==> src/rtl/sound_arbiter.sv <==
// sound_arbiter: selects one of NUM_CH sound sources for the tone/audio stage.
// Channel 0 is the background source; higher-index event channels pre-empt
// lower ones, hold the output for HOLD_CYCLES, and queue lower-priority events.
module sound_arbiter #(
  parameter int unsigned NUM_CH      = 4,
  parameter int unsigned TONE_W      = 4,
  parameter int unsigned HOLD_CYCLES = 12_500_000,
  parameter logic [1:0]  WIN_CODE    = 2'b10,
  parameter int unsigned WIN_CH      = NUM_CH - 1
) (
  input  logic                       clk,
  input  logic                       resetN,
  input  logic                       enableSound,
  input  logic [1:0]                 levelCode,
  input  logic [NUM_CH-1:0]          req,
  input  logic [NUM_CH-1:0]          enable_in,
  input  logic [NUM_CH*TONE_W-1:0]   tone_in,
  output logic                       enable_out,
  output logic [TONE_W-1:0]          tone,
  output logic [$clog2(NUM_CH)-1:0]  active_ch,
  output logic                       busy
);

  localparam int unsigned CH_W  = $clog2(NUM_CH);
  localparam int unsigned CNT_W = $clog2(HOLD_CYCLES + 1);
  localparam logic [CNT_W-1:0]  RELOAD  = CNT_W'(HOLD_CYCLES - 1);
  localparam logic [CH_W-1:0]   WIN_IDX = CH_W'(WIN_CH);
  localparam logic [NUM_CH-1:0] EV_MASK = ~(NUM_CH'(1));

  typedef enum logic [1:0] {S_IDLE, S_PLAY, S_FORCED, S_MUTE} state_t;

  state_t              state, state_nx;
  logic [CH_W-1:0]     cur, cur_nx;
  logic [CNT_W-1:0]    cnt, cnt_nx;
  logic [NUM_CH-1:0]   pend, pend_nx;   // bit 0 is never set
  logic                en_nx, busy_nx;
  logic [TONE_W-1:0]   tone_nx;

  logic [NUM_CH-1:0]   req_ev, hi_oh, cur_oh, merged, mhi_oh;
  logic [CH_W-1:0]     hi, mhi;

  // Highest set index among bits 1..NUM_CH-1 (0 when none set)
  function automatic logic [CH_W-1:0] highest(input logic [NUM_CH-1:0] v);
    logic [CH_W-1:0] r;
    r = '0;
    for (int i = 1; i < NUM_CH; i++) begin
      if (v[i]) r = CH_W'(i);
    end
    return r;
  endfunction

  // State register
  always_ff @(posedge clk or negedge resetN) begin
    if (!resetN) state <= S_IDLE;
    else         state <= state_nx;
  end

  // Datapath and output registers
  always_ff @(posedge clk or negedge resetN) begin
    if (!resetN) begin
      cur        <= '0;
      cnt        <= '0;
      pend       <= '0;
      enable_out <= 1'b0;
      tone       <= '0;
      busy       <= 1'b0;
    end else begin
      cur        <= cur_nx;
      cnt        <= cnt_nx;
      pend       <= pend_nx;
      enable_out <= en_nx;
      tone       <= tone_nx;
      busy       <= busy_nx;
    end
  end

  assign active_ch = cur;

  // Next-state arbitration and next output selection
  always_comb begin
    state_nx = state;
    cur_nx   = cur;
    cnt_nx   = cnt;
    pend_nx  = pend;
    en_nx    = 1'b0;
    tone_nx  = '0;
    busy_nx  = 1'b0;
    req_ev   = req & EV_MASK;
    hi       = highest(req_ev);
    hi_oh    = NUM_CH'(1) << hi;
    cur_oh   = NUM_CH'(1) << cur;
    merged   = (pend | req_ev) & EV_MASK;
    mhi      = highest(merged);
    mhi_oh   = NUM_CH'(1) << mhi;

    if (!enableSound) begin
      state_nx = S_MUTE;
      cur_nx   = '0;
      cnt_nx   = '0;
      pend_nx  = '0;
    end else begin
      case (state)
        S_MUTE: begin
          state_nx = S_IDLE;
          cur_nx   = '0;
          cnt_nx   = '0;
          pend_nx  = '0;
        end
        S_FORCED: begin
          cnt_nx  = '0;
          pend_nx = '0;
          if (levelCode != WIN_CODE) begin
            state_nx = S_IDLE;
            cur_nx   = '0;
          end else begin
            cur_nx = WIN_IDX;
          end
        end
        S_IDLE, S_PLAY: begin
          if (levelCode == WIN_CODE) begin
            state_nx = S_FORCED;
            cur_nx   = WIN_IDX;
            cnt_nx   = '0;
            pend_nx  = '0;
          end else if (state == S_IDLE) begin
            if (req_ev != '0) begin
              state_nx = S_PLAY;
              cur_nx   = hi;
              cnt_nx   = RELOAD;
              pend_nx  = merged & ~hi_oh;
            end
          end else if ((req_ev != '0) && (hi > cur)) begin
            // Pre-empt: the interrupted channel is dropped, not queued
            cur_nx  = hi;
            cnt_nx  = RELOAD;
            pend_nx = merged & ~hi_oh & ~cur_oh;
          end else if ((req_ev != '0) && (hi == cur)) begin
            cnt_nx  = RELOAD;
            pend_nx = merged & ~hi_oh;
          end else if (cnt == '0) begin
            // Expiry: start the best queued event back-to-back, else go idle
            if (merged != '0) begin
              cur_nx  = mhi;
              cnt_nx  = RELOAD;
              pend_nx = merged & ~mhi_oh;
            end else begin
              state_nx = S_IDLE;
              cur_nx   = '0;
              pend_nx  = '0;
            end
          end else begin
            cnt_nx  = cnt - CNT_W'(1);
            pend_nx = merged;
          end
        end
        default: begin
          state_nx = S_IDLE;
          cur_nx   = '0;
          cnt_nx   = '0;
          pend_nx  = '0;
        end
      endcase
    end

    if (state_nx != S_MUTE) begin
      for (int i = 0; i < NUM_CH; i++) begin
        if (cur_nx == CH_W'(i)) begin
          en_nx   = enable_in[i];
          tone_nx = tone_in[i*TONE_W +: TONE_W];
        end
      end
    end
    busy_nx = (state_nx == S_PLAY) || (state_nx == S_FORCED);
  end

endmodule

==> config.mk <==
export PLATFORM = sky130hd
export DESIGN_NAME = sound_arbiter
export DESIGN_NICKNAME = d
export VERILOG_FILES = /design/src/rtl/sound_arbiter.sv
export SDC_FILE = /design/constraint.sdc
export NUM_CORES = 1
export LEC_CHECK = 0
export ABC_AREA = 0
export CORE_ASPECT_RATIO = 0.7
export CORE_MARGIN = 4
export CORE_UTILIZATION = 45
export CTS_CLUSTER_SIZE = 28
export DETAILED_ROUTE_END_ITERATION = 16
export PLACE_DENSITY = 0.71
export SYNTH_ARGS = -nofsm -noshare
export SYNTH_HDL_FRONTEND = slang
export SYNTH_SLANG_ARGS = --single-unit
==> constraint.sdc <==
create_clock -name clk -period 2.6 [get_ports clk]
set_input_delay 0.52 -clock clk [delete_from_list [all_inputs] [get_ports clk]]
set_output_delay 0.52 -clock clk [all_outputs]
set_load 0.01 [all_outputs]
==> results.md, run 1 <==
* Worst path bufs/invs at 3
* Pwr Total at approximately 1.9 mW
* Post-synth ARST share at 100%
* Gr ovfl total at 0
* Largest net degree at the start of global routing at 38
* Final hold vios at 0
* Outcome: finished clean
* Crit path depth at 12
* Pre-Repair DR Iteration Count at 5
* Crit end category: register
* Final setup violating endpoints at 0
* Critical Path Max Stage Delay at 0.29 ns
* Most common cell after layout, fill and taps aside: buf_4
* Setup slack after layout at roughly 0.047 ns
* Critical path's top delay family: compound AO/OA/AOI/OAI gates
* Clk_lat worst skew at roughly 0.29 ns
* Crit path time final at 2.55 ns
* First-pass GRT wire length at around 11000 um
* Diodes inserted at 0
* Clk network pwr share at ~22%
* CTS sink cnt at 37
* Worst min path class: in -> async
* R2R cell count at 9
* Syn Area/Cell at roughly 8.2 um2
* Placed Cells at 439
* Layout area overhead at 43.6%
* Root Buffer: clkbuf_8
* CTS tree: yes
* Core Area at about 5200 um2
* Critical path class: in -> reg
* Maximum fanout along the worst path at 6
* Initial antenna violation count at 0
* Crit start category: input pin
* RSZ-0062 raised after global routing: yes
* Clk slew on worst S/H paths at around 0.07 ns
* Cell Area, Synth at approximately 2400 um2
* Layout cell share with drive strength beyond 1 at ~26%
* Port bufs at 35
* Yosys cell types at 53
* Seq/Total Area, Yosys at 38.2%
* H-Tree Depth at 2
* P_int at around 1.2 mW
* Total leakage power at roughly 1.5 nW
* Post-synthesis register bit count at 37
* Final Skew at ~0.0043 ns
* Die ar. at roughly 6600 um2
* GP Congestion at about 0.90
* Syn Inst Count at around 300
* Vias at approximately 2600
* Sequential power share at a little over a third
* Net Sw Frac at a little over a third
* Worst-margin pin slew at 0.819 ns
* Maxcap violations at 0
* Die width at around 96 um
* WP data arrival at around 2.8 ns
* Most frequent cells in the layout: 51 x buf_4, 37 x dfrtp_1, 36 x nor2_1
* Number of global-route vias before repair at about 2500
* Site row count at 22
* Finished Layout Cells at ~450
* Main synth FF type: dfrtp_1
* Die height at about 69 um
* Maximum vdd drop at 0.000294 V
* Syn Nets at 329
* DRT iter0 DRCs at about 230
* Clk buf depth at 2
* Setup slack at placement at -0.640 ns
* Relative slew slack at a little under half
* Nets at between 400 and 500
* IO Count at 37
* Drt total wl at between 6000 and 7000 um
* Logic pwr share at 43.0%
* Synth Warn # at 0
* DRC at 0
* Antenna-violating nets left at 0
* Tcrit/Tclk final at 98.2%
* Wire per inst at 15.2 um
* CP max-delay cell: and4b_2
* Switch Pwr at around 680 uW
* HPWL after DPL at just over 5000 um
* Cts bufs inserted at 5
* Cells along the critical path: dlygate4sd2_1, nor2_4, inv_2, ha_4, nor2b_4, o211a_2, buf_4, a211oi_1, and4b_2, o21ai_4, nor2_1, a211oi_2
* Fin util at 66.5%
* GRT Util Overall at a little over a fifth
* Number of flops mapped to enable cells by yosys at 0
* Number of hold buffers added after cts at 0
* Initial Util at a little under half
* FMAX at approximately 390 MHz
* Pins Over Slew Limit at 0
* Vias per cell at between 5 and 6
* PD cells at approximately 550 nW/um2
* Crit path required time at 2.80 ns
[cell families after synthesis]
family / count (synthesis) / synth area share [%]
DFF: 37 / 38.2
adders and majority gates: 5 / 2.58
and+or+nand+nor: 113 / 23.7
buffers and inverters: 29 / 5.01
muxes: 9 / 3.98
AOI/OAI and AO/OA: 100 / 25.8
xor gates and xnor gates: 2 / 0.723
[timing repair]
action | 4_1_cts | 5_1_grt
endpoints found under the hold margin | 0 | 0
pin swaps | 2 | 1
setup endpoints to repair | 30 | 22
resized for setup | 6 | 14
buffers inserted | 0 | 0
[path summary, 6_finish.rpt]
path                       slack, ns    start  endpoint
min in group clk                0.51  cnt[19]   cnt[19]
max in group asynchronous       1.76   resetN   tone[1]
hold reg to reg                 0.51  cnt[19]   cnt[19]
setup reg to reg                0.08  cnt[12]   tone[3]
setup / recovery                0.05   req[3]   tone[1]
hold / removal                  0.32   resetN    cnt[4]
[stage by stage]
stage	hold slack [ns]	setup TNS (ns)	instance area (um2)
final	0.319	0	3480
after global routing	0.394	-0.0993	3480
after CTS	0.342	0	3430
after detailed placement	0.489	-14.18	3330
after global placement	0.487	-12.26	3330
after floorplan	0.224	-0.0592	2570
[synthesized netlist by cell type (2+ instances only)]
| cell type | count | share of area [%] |
|---|---|---|
| a211oi_1 | 6 | 1.9 |
| a21o_1 | 3 | 0.93 |
| a21oi_1 | 22 | 4.5 |
| a31oi_1 | 4 | 1.0 |
| a32o_1 | 2 | 0.83 |
| and2_1 | 3 | 0.77 |
| buf_2 | 4 | 0.83 |
| clkbuf_1 | 12 | 1.9 |
| dfrtp_1 | 37 | 38 |
| ha_1 | 5 | 2.6 |
| inv_1 | 12 | 1.9 |
| mux2_1 | 5 | 2.3 |
| mux2i_1 | 4 | 1.7 |
| nand2_1 | 18 | 2.8 |
| nand2b_1 | 2 | 0.52 |
| nand3_1 | 6 | 1.2 |
| nand4_1 | 2 | 0.52 |
| nor2_1 | 39 | 6.0 |
| nor2b_1 | 4 | 1.0 |
| nor3_1 | 15 | 3.1 |
| nor4_1 | 8 | 2.1 |
| nor4b_1 | 2 | 0.72 |
| o21ai_0 | 27 | 5.6 |
| o21ai_1 | 13 | 2.7 |
| o22ai_1 | 2 | 0.52 |
| o311a_1 | 2 | 0.83 |
| o31ai_1 | 2 | 0.62 |
| o41ai_1 | 4 | 1.4 |
| or4_1 | 5 | 1.5 |
| xnor2_1 | 2 | 0.72 |
[sequential cells by signal (all words and copies together) (netlist names)]
signal	cells
state	2
busy	1
tone	4
pend	3
active_ch	2
enable_out	1
cnt	24
[cell type report]
type	count	area, um2
Clock buffer	6	82.6
Clock inverter	2	13.8
Fill cell	441	1750
Inverter	12	45.0
Multi-Input combinational cell	229	1540
Sequential cell	37	926
Tap cell	72	90.1
Timing Repair Buffer	89	781
[power groups by stage]
stage | registers, mW | logic (mW) | clock network [mW]
floorplan | 0.677 | 0.458 | 0
global route | 0.676 | 0.901 | 0.467
finish | 0.669 | 0.829 | 0.429
CTS | 0.667 | 0.804 | 0.444
global placement | 0.677 | 0.781 | 0
detailed placement | 0.676 | 0.798 | 0
[layer usage]
layer | vias up | track usage, % | share of wire [%]
met5 | - | 0 | 0
met4 | 0 | 3.47 | 0.35
met3 | 4 | 5.31 | 6.6
met2 | 98 | 31.4 | 44
met1 | 1217 | 31.3 | 49
li1 | 1255 | - | -
(Power assumes the default switching activity.)
==> inputs of run 2 (changes only) <==
--- a/config.mk
+++ b/config.mk
@@ -11,6 +11,7 @@
 export CORE_UTILIZATION = 45
 export CTS_CLUSTER_SIZE = 28
 export DETAILED_ROUTE_END_ITERATION = 16
+export GPL_ROUTABILITY_DRIVEN = 0
 export PLACE_DENSITY = 0.71
 export SYNTH_ARGS = -nofsm -noshare
 export SYNTH_HDL_FRONTEND = slang
==> results of run 2 <==
Same layout as run 1: the final DEF is identical, and so are final timing and power.
==> inputs of run 3 (changes only) <==
--- a/config.mk
+++ b/config.mk
@@ -6,13 +6,13 @@
 export NUM_CORES = 1
 export LEC_CHECK = 0
 export ABC_AREA = 0
-export CORE_ASPECT_RATIO = 0.7
+export CORE_ASPECT_RATIO = 1.5
 export CORE_MARGIN = 4
-export CORE_UTILIZATION = 45
+export CORE_UTILIZATION = 49
 export CTS_CLUSTER_SIZE = 28
 export DETAILED_ROUTE_END_ITERATION = 16
 export GPL_ROUTABILITY_DRIVEN = 0
-export PLACE_DENSITY = 0.71
+export PLACE_DENSITY = 0.76
 export SYNTH_ARGS = -nofsm -noshare
 export SYNTH_HDL_FRONTEND = slang
 export SYNTH_SLANG_ARGS = --single-unit
==> results.md, run 3 (synthesized netlist as in run 1, its figures left out) <==
* Maximum vdd drop at around 0.00034 V
* Cts bufs inserted at 5
* Drt total wl at around 7000 um
* CTS sink cnt at 37
* Most frequent cells in the layout: 60 x buf_4, 37 x nor2_1, 37 x dfrtp_1
* Layout cell share with drive strength beyond 1 at between 20% and 30%
* Maximum fanout along the worst path at 7
* Worst min path class: in -> async
* Crit path depth at 12
* Tcrit/Tclk final at approximately 97%
* PD cells at between 500 and 600 nW/um2
* GRT Util Overall at approximately 25%
* Layout area overhead at 47.0%
* DRC at 0
* Global-route track usage on met2 at between 40% and 50%
* Final hold vios at 0
* Initial Util at about 50%
* Crit path time final at 2.53 ns
* R2R setup slack at roughly 0.07 ns
* FMAX at 395 MHz
* Pre-Repair DR Iteration Count at 4
* First-pass GRT wire length at between 10000 and 15000 um
* Port bufs at 35
* Most common cell after layout, fill and taps aside: buf_4
* Nets at around 420
* Top reg by flops: cnt
* Cells along the critical path: inv_1, ha_1, nor4b_4, buf_4, nand4_1, nor3_4, buf_4, a211o_4, nand2_8, buf_12, mux2i_1, a211oi_2
* Setup crit end: tone[1]
* Largest net degree at the start of global routing at 38
* Site row count at 31
* Final Skew at approximately 0.008 ns
* Pwr Total at between 1.5 and 2 mW
* Critical path's top delay family: simple AND/OR/NAND/NOR gates
* HPWL after DPL at approximately 5400 um
* Worst path bufs/invs at 4
* Max reg flops at 24
* Clk_lat worst skew at between 0.2 and 0.3 ns
* Clk slew on worst S/H paths at roughly 0.07 ns
* Gr ovfl total at 0
* Met3 global-route usage at under 10%
* FF-to-FF End: tone[1]
* Reg2reg start: cnt[1]
* Total leakage power at 1.60 nW
* Crit path required time at 2.80 ns
* Busiest grt layer: met2
* Pins Over Slew Limit at 0
* Worst-margin pin slew at 0.805 ns
* Critical path launch point: cnt[1]
* GR Util met1 at between 20% and 30%
* Critical path class: reg -> reg
* Outcome: finished clean
* Clk buf depth at 2
* Vias at 2649
* DRT iter0 DRCs at approximately 190
* H-Tree Depth at 2
* Largest regs: cnt x24, tone x4, pend x3
* Hold Slack at approximately 0.31 ns
* Die height at 94.1 um
* Die ar. at between 6000 and 7000 um2
* Die width at 65.4 um
* Final setup violating endpoints at 0
* WP data arrival at around 2.7 ns
* Diodes inserted at 0
* CTS tree: yes
* Maxcap violations at 0
* R2R cell count at 12
* CP max-delay cell: dfrtp_1
* Relative slew slack at around 46%
* Crit end category: register
* Vias per cell at between 5 and 6
* Antenna-violating nets left at 0
* Critical Path Max Stage Delay at slightly above 0.4 ns
* Crit start category: register
* Core Area at 4810 um2
* Initial antenna violation count at 0
* Crit-path most repeated cell: buf_4
* IO Count at 37
* Number of global-route vias before repair at 2654
* Root Buffer: clkbuf_8
* Wire per inst at between 15 and 20 um
-- run 3: cell count changes in the layout (fill, tap and decap cells not counted), moves of 2 or more --
cell,previous run,this run
or4_1,5,3
dlygate4sd2_1,2,0
or4_4,0,2
nor4b_2,2,0
buf_4,51,60
mux2i_2,2,0
mux2i_1,2,4
-- run 3: timing repair --
item / in CTS / in global routing
hold buffers: 0 / 0
setup buffers: 4 / 4
endpoints found under the setup margin: 19 / 11
resized for setup: 11 / 11
pin swaps: 2 / 5
-- run 3: power breakdown --
part / internal [mW] / switching [mW]
registers: 0.625 / 0.0425
logic: 0.444 / 0.434
clock network: 0.186 / 0.204
total: 1.25 / 0.680
-- run 3: worst min path at each step --
stage	startpoint	to	slack, ns	depth (start not counted)
2_1_floorplan	resetN	active_ch[0]	0.22	0
3_3_place_gp	cnt[19]	cnt[19]	0.49	2
3_5_place_dp	cnt[19]	cnt[19]	0.49	2
4_1_cts	resetN	cnt[6]	0.35	1
5_1_grt	resetN	cnt[21]	0.38	1
6_report	resetN	cnt[18]	0.31	1
-- run 3: routing by layer --
layer	wire length, um	share of wire [%]
met3	238	3.3
met1	2590	36
met4	269	3.8
met2	4040	57
met5	0	0
-- run 3: area by class of cell --
cell class / instances / area [um2]
Clock buffer: 6 / 72.6
Clock inverter: 2 / 10.0
Fill cell: 371 / 1250
Inverter: 12 / 45.0
Multi-Input combinational cell: 229 / 1550
Sequential cell: 37 / 926
Tap cell: 66 / 82.6
Timing Repair Buffer: 100 / 877
-- run 3: through the flow --
step | area, um2 | TNS, ns | utilization [%] | cells | setup slack [ns]
3_3_place_gp | 3350 | -10.82 | 69.6 | 436 | -0.568
2_1_floorplan | 2570 | -0.0592 | - | 295 | -0.0286
3_5_place_dp | 3350 | -11.64 | 69.6 | 436 | -0.666
4_1_cts | 3500 | 0 | 72.7 | 448 | 0.00166
5_1_grt | 3560 | -0.0360 | 74.1 | 452 | -0.0249
6_report | 3560 | 0 | 74.1 | 452 | 0.0711
